<file path="src/rtl/omsp_spm_cmd_arbiter.sv">
// Arbitrates CPU and debug command requests towards the SPM control block.
// Define SPM_DBG_REQ_EN to enable the debug requester and round-robin arbitration.
module omsp_spm_cmd_arbiter #(
   parameter logic [9:0] TIMEOUT = 10'd1023
) (
   input  logic       mclk,
   input  logic       reset_n,

   input  logic       cpu_req,
   input  logic [1:0] cpu_cmd,
   output logic       cpu_ack,
   output logic       cpu_err,

   input  logic       dbg_req,
   input  logic [1:0] dbg_cmd,
   output logic       dbg_ack,
   output logic       dbg_err,

   output logic       update_spm,
   output logic       enable_spm,
   output logic       disable_spm,
   output logic       verify_spm,
   input  logic       violation,

   output logic       key_start,
   input  logic       key_done,

   output logic       busy,
   output logic       owner
);

   localparam logic [1:0] IDLE   = 2'd0;
   localparam logic [1:0] ISSUE  = 2'd1;
   localparam logic [1:0] KEYGEN = 2'd2;
   localparam logic [1:0] RESP   = 2'd3;

   localparam logic [1:0] CMD_PROTECT   = 2'b00;
   localparam logic [1:0] CMD_UNPROTECT = 2'b01;
   localparam logic [1:0] CMD_VERIFY    = 2'b10;
   localparam logic [1:0] CMD_RESERVED  = 2'b11;

   logic [1:0] state;
   logic [1:0] cmd_q;
   logic       owner_q;
   logic       last_owner_q;
   logic       err_q;
   logic [9:0] cnt_q;

   logic       dbg_req_eff;
   logic [1:0] dbg_cmd_eff;
   logic       req_any;
   logic       grant;
   logic [1:0] sel_cmd;

`ifdef SPM_DBG_REQ_EN
   assign dbg_req_eff = dbg_req;
   assign dbg_cmd_eff = dbg_cmd;
`else
   // Debug requester is invisible: owner can never latch 1, so it stays 0.
   logic unused_dbg;
   assign unused_dbg  = ^{dbg_req, dbg_cmd};
   assign dbg_req_eff = 1'b0;
   assign dbg_cmd_eff = 2'b00;
`endif

   // On a tie, the requester that was not served last wins.
   always_comb begin
      req_any = cpu_req | dbg_req_eff;
      if (cpu_req && dbg_req_eff) begin
         grant = ~last_owner_q;
      end else begin
         grant = dbg_req_eff;
      end
      sel_cmd = grant ? dbg_cmd_eff : cpu_cmd;
   end

   always_ff @(posedge mclk or negedge reset_n) begin
      if (!reset_n) begin
         state        <= IDLE;
         cmd_q        <= CMD_PROTECT;
         owner_q      <= 1'b0;
         last_owner_q <= 1'b1;
         err_q        <= 1'b0;
         cnt_q        <= 10'd0;
      end else begin
         case (state)
            IDLE: begin
               if (req_any) begin
                  owner_q <= grant;
                  cmd_q   <= sel_cmd;
                  cnt_q   <= 10'd0;
                  if (sel_cmd == CMD_RESERVED) begin
                     err_q <= 1'b1;
                     state <= RESP;
                  end else begin
                     err_q <= 1'b0;
                     state <= ISSUE;
                  end
               end
            end
            ISSUE: begin
               err_q <= violation;
               cnt_q <= 10'd0;
               if (!violation && (cmd_q == CMD_PROTECT)) begin
                  state <= KEYGEN;
               end else begin
                  state <= RESP;
               end
            end
            // key_done takes priority over a timeout landing in the same cycle.
            KEYGEN: begin
               if (key_done) begin
                  err_q <= 1'b0;
                  state <= RESP;
               end else if (cnt_q == TIMEOUT) begin
                  err_q <= 1'b1;
                  state <= RESP;
               end else begin
                  cnt_q <= cnt_q + 10'd1;
               end
            end
            RESP: begin
               last_owner_q <= owner_q;
               state        <= IDLE;
            end
            default: state <= IDLE;
         endcase
      end
   end

   // All strobes are decoded from the registered state, so nothing glitches out of reset.
   always_comb begin
      update_spm  = (state == ISSUE) && ((cmd_q == CMD_PROTECT) || (cmd_q == CMD_UNPROTECT));
      enable_spm  = (state == ISSUE) && (cmd_q == CMD_PROTECT);
      disable_spm = (state == ISSUE) && (cmd_q == CMD_UNPROTECT);
      verify_spm  = (state == ISSUE) && (cmd_q == CMD_VERIFY);
      key_start   = (state == KEYGEN) && (cnt_q == 10'd0);
      cpu_ack     = (state == RESP) && !owner_q;
      cpu_err     = (state == RESP) && !owner_q && err_q;
      dbg_ack     = (state == RESP) && owner_q;
      dbg_err     = (state == RESP) && owner_q && err_q;
      busy        = (state != IDLE);
      owner       = owner_q;
   end

endmodule

</file>
<file path="config.mk">
export PLATFORM = sky130hd
export DESIGN_NAME = omsp_spm_cmd_arbiter
export DESIGN_NICKNAME = d
export VERILOG_FILES = /design/src/rtl/omsp_spm_cmd_arbiter.sv
export SDC_FILE = /design/constraint.sdc
export NUM_CORES = 1
export LEC_CHECK = 0
export CAP_MARGIN = 20
export CORE_UTILIZATION = 46
export CTS_BUF_LIST = sky130_fd_sc_hd__clkbuf_16
export DETAILED_ROUTE_END_ITERATION = 8
export GPL_ROUTABILITY_DRIVEN = 0
export GPL_TIMING_DRIVEN = 0
export HOLD_SLACK_MARGIN = 0.05
export PLACE_DENSITY = 0.75
export SLEW_MARGIN = 0
export SYNTH_ARGS = -nofsm -noshare
export SYNTH_HDL_FRONTEND = slang
export SYNTH_SLANG_ARGS = --single-unit
export TNS_END_PERCENT = 1
</file>
<file path="constraint.sdc">
create_clock -name mclk -period 1.84 [get_ports mclk]
set_input_delay 0.368 -clock mclk [delete_from_list [all_inputs] [get_ports mclk]]
set_output_delay 0.368 -clock mclk [all_outputs]
set_load 0.1 [all_outputs]
</file>
==> flow_summary.ini <==
[run_status]
status = finished, violations left
failed_checks = setup timing

[grt]
grt_first_pass_wirelength_um = 4480
grt.overflow.total = 0
grt_pass1_vias = 963
grt_antenna_before_repair = 0
grt_usage_pct = 23.2
grt_max_degree = 16

[synth]
synth_cell_type_count = 44
async_flop_share_pct = 100
synth_top_family_by_area = simple AND/OR/NAND/NOR gates
ys.flop_type = dfrtp_1
ys_ff_latch = 15
synth_area_leader_cell = dfrtp_1
yosys_warnings = 0
ys_seq_area_share_pct = 34.0
syn-cell-area_mm2 = 0.00110
synth_top_area_share_pct = 34.0
synthXorXnorAreaFrac_pct = 0
yosys.area_share.adder_pct = 7.94
yosys.area_share.simple_pct = 28.5
synth_edf_count = 0
synth_compound_area_share_pct = 18.5
synth_area_leaders = dfrtp_1 (34%), ha_1 (7.9%), nand3_1 (5.4%), a21oi_1 (3.6%), mux2_2 (3.1%)
synth_area_per_cell_um2 = 9.35
synth_mux_area_share_pct = 4.08
syn_inst = 118

[timing]
finClkSkew_ns = 0.00280
tns_ns = -0.538
finalHoldViolations = 0
whs_ns = 0.480
setup_viol = 5
timing.slew.headroom_pct = 52.4
tightest_slew_ns = 0.712
period_needed_ns = 2.11
fin_crit_sh_pct = 115
fmaxAchievable_mhz = 474
finalMaxSlewViolations = 0
rsz0062_at_grt = yes
fin_ws_ns = -0.271

[finish]
fillers = 198
finalNetCount = 158
multiInputGateArea_um2 = 724
drive_above_1_share_pct = 34.3
area_growth_pct = 33.9
final_area_mm2 = 0.00148
diodes = 0
regArea_um2 = 377

[worst_hold_path]
hold_class = flop to flop
hold_depth = 1

[routing]
wirelength_um = 2550
vias = 990
wl_per_cell_um = 15.2
drt_iter0_drc = 30
topRoutingLayerUsed = met4
met2_length_um = 1250
wl_met1_um = 1150
route.detailed.drc = 0
drtPass1Iterations = 4
ant_nets = 0
wl_met3_um = 134
avgViaCountPerCell = 5.89

[placed_design]
io_buffers = 14
dpl_cell_area_mm2 = 0.00133
dp_hpwl_um = 1820

[pwr]
ir_worst_vdd_uv = 1430
pwr-share-comb_pct = 63.6
clkPwrFrac_pct = 17.3
p_int_mw = 1.24
netSwitchingFraction_pct = 50.4
power_density_mw_per_mm2 = 1700
power_switching_mw = 1.26
p_seq_share_pct = 19.1
p_leak_nw = 0.649

[clock_network]
hold_buffers = 0
clockRootBuffer = clkbuf_16
cts.clk_slew.worst_paths_ns = 0.05
cts_tree = done
clock_latency_ns = 0.25
clock-sinks = 15
htreeDepth = 1
cts_buffers = 3
clk_path_buf_depth = 2

[critical_path]
crit_type = flop to output port
worstPathMaxFanout = 3
worst_r2r_path_depth = 6
cp-end-kind = output port
worstSetupStartpointType = flop
arrival_ns = 1.74
crit_required_ns = 1.47

[die]
core_mm2 = 0.00223
rows = 17
chipWidth_um = 51.0
ioPinCount = 21
die_h_um = 51.0
initial_core_util_pct = 49.4
die_area_mm2 = 0.00260

[flow_run]
drv_cap = 0
## power groups by stage
| stage | Clock (mW) | Sequential [mW] | Combinational [mW] |
|---|---|---|---|
| 6_report | 0.433 | 0.479 | 1.60 |
| 3_3_place_gp | 0 | 0.480 | 1.44 |
| 3_5_place_dp | 0 | 0.484 | 1.47 |
| 2_1_floorplan | 0 | 0.467 | 1.19 |
| 5_1_grt | 0.454 | 0.491 | 1.69 |
| 4_1_cts | 0.436 | 0.473 | 1.55 |
## what timing repair did
| item | 4_1_cts | 5_1_grt |
|---|---|---|
| pin swaps | 0 | 0 |
| buffers inserted | 2 | 0 |
| endpoints found under the setup margin | 15 | 16 |
| gates resized for setup | 60 | 9 |
| hold endpoints to repair | 0 | 0 |
## synthesized netlist by cell type, types with 2 or more instances
cell type,number
nand4_1,2
nor2b_1,3
nor2_1,4
o21ai_0,5
dfrtp_1,15
buf_4,3
nand3_1,12
nor3_1,2
a21oi_1,8
and4_4,2
ha_1,7
o211ai_1,2
a211o_1,2
buf_2,2
a211oi_1,2
inv_1,7
mux2_2,3
a31oi_1,4
and2_1,2
nand2_1,7
## logic make-up (layout without fill, tap and decap cells)
| logic type | count (synthesis) | after routing |
|---|---|---|
| AO/OA/AOI/OAI | 30 | 30 |
| adder cells (fa/ha/maj) | 7 | 7 |
| buffers and inverters | 14 | 34 |
| flip-flops | 15 | 15 |
| multiplexers | 4 | 4 |
| other | 1 | 3 |
| AND/OR/NAND/NOR | 47 | 47 |
## critical path: stages (launching register included)
cell	delay (ns)
dfrtp_1	0.39
inv_2	0.07
ha_1	0.14
or4b_4	0.47
nor4_4	0.16
buf_6	0.26
## layout by cell type (no fill, tap or decap), types with 3 or more instances in the layout
cell and count:
o21ai_0 5, ha_2 3, conb_1 3, inv_1 5
clkdlybuf4s50_1 6, clkbuf_16 3, buf_12 3, ha_1 4
buf_6 4, mux2_2 3, dfrtp_1 14, a21oi_1 7
buf_4 7, nand3_1 12, a31oi_1 4, nor2_1 4
nand2_1 7
## final timing paths
path	startpoint	endpoint	slack, ns
min in group asynchronous	reset_n	cmd_q[1]	0.55
max	cnt_q[0]	key_start	-0.27
min reg2reg	err_q	err_q	0.48
max in group asynchronous	reset_n	state[1]	0.79
min	err_q	err_q	0.48
max reg2reg	state[0]	cnt_q[3]	-0.08
## flip-flops by register name (all words and copies together) (netlist names)
signal  count
cnt_q      10
cmd_q       2
state       2
err_q       1
## through the flow
stage / std cells / util, % / setup slack (ns) / power (mW)
floorplan: 120 / - / -0.556 / 1.65
global route: 168 / 66.2 / -0.330 / 2.64
global placement: 162 / 59.7 / -0.916 / 1.92
CTS: 168 / 65.0 / -0.271 / 2.46
detailed placement: 162 / 59.7 / -0.916 / 1.95
finish: 168 / 66.2 / -0.271 / 2.51
## final cells by class
type                       count  share of cell area [%]
buffer                         7                    3.89
timing repair buffer          16                    12.0
inverter                       7                    1.78
multi-input combinational     91                    49.0
tap                           28                    2.37
sequential                    15                    25.5
clock inverter                 1                   0.339
clock buffer                   3                    5.08
## routing by layer
metal / vias up / track usage [%]
li1: 483 / -
met1: 481 / 28.9
met2: 24 / 38.6
met3: 2 / 6.55
met4: 0 / 6.94
met5: - / 0
Note: power is estimated with default switching activity, not from simulation.
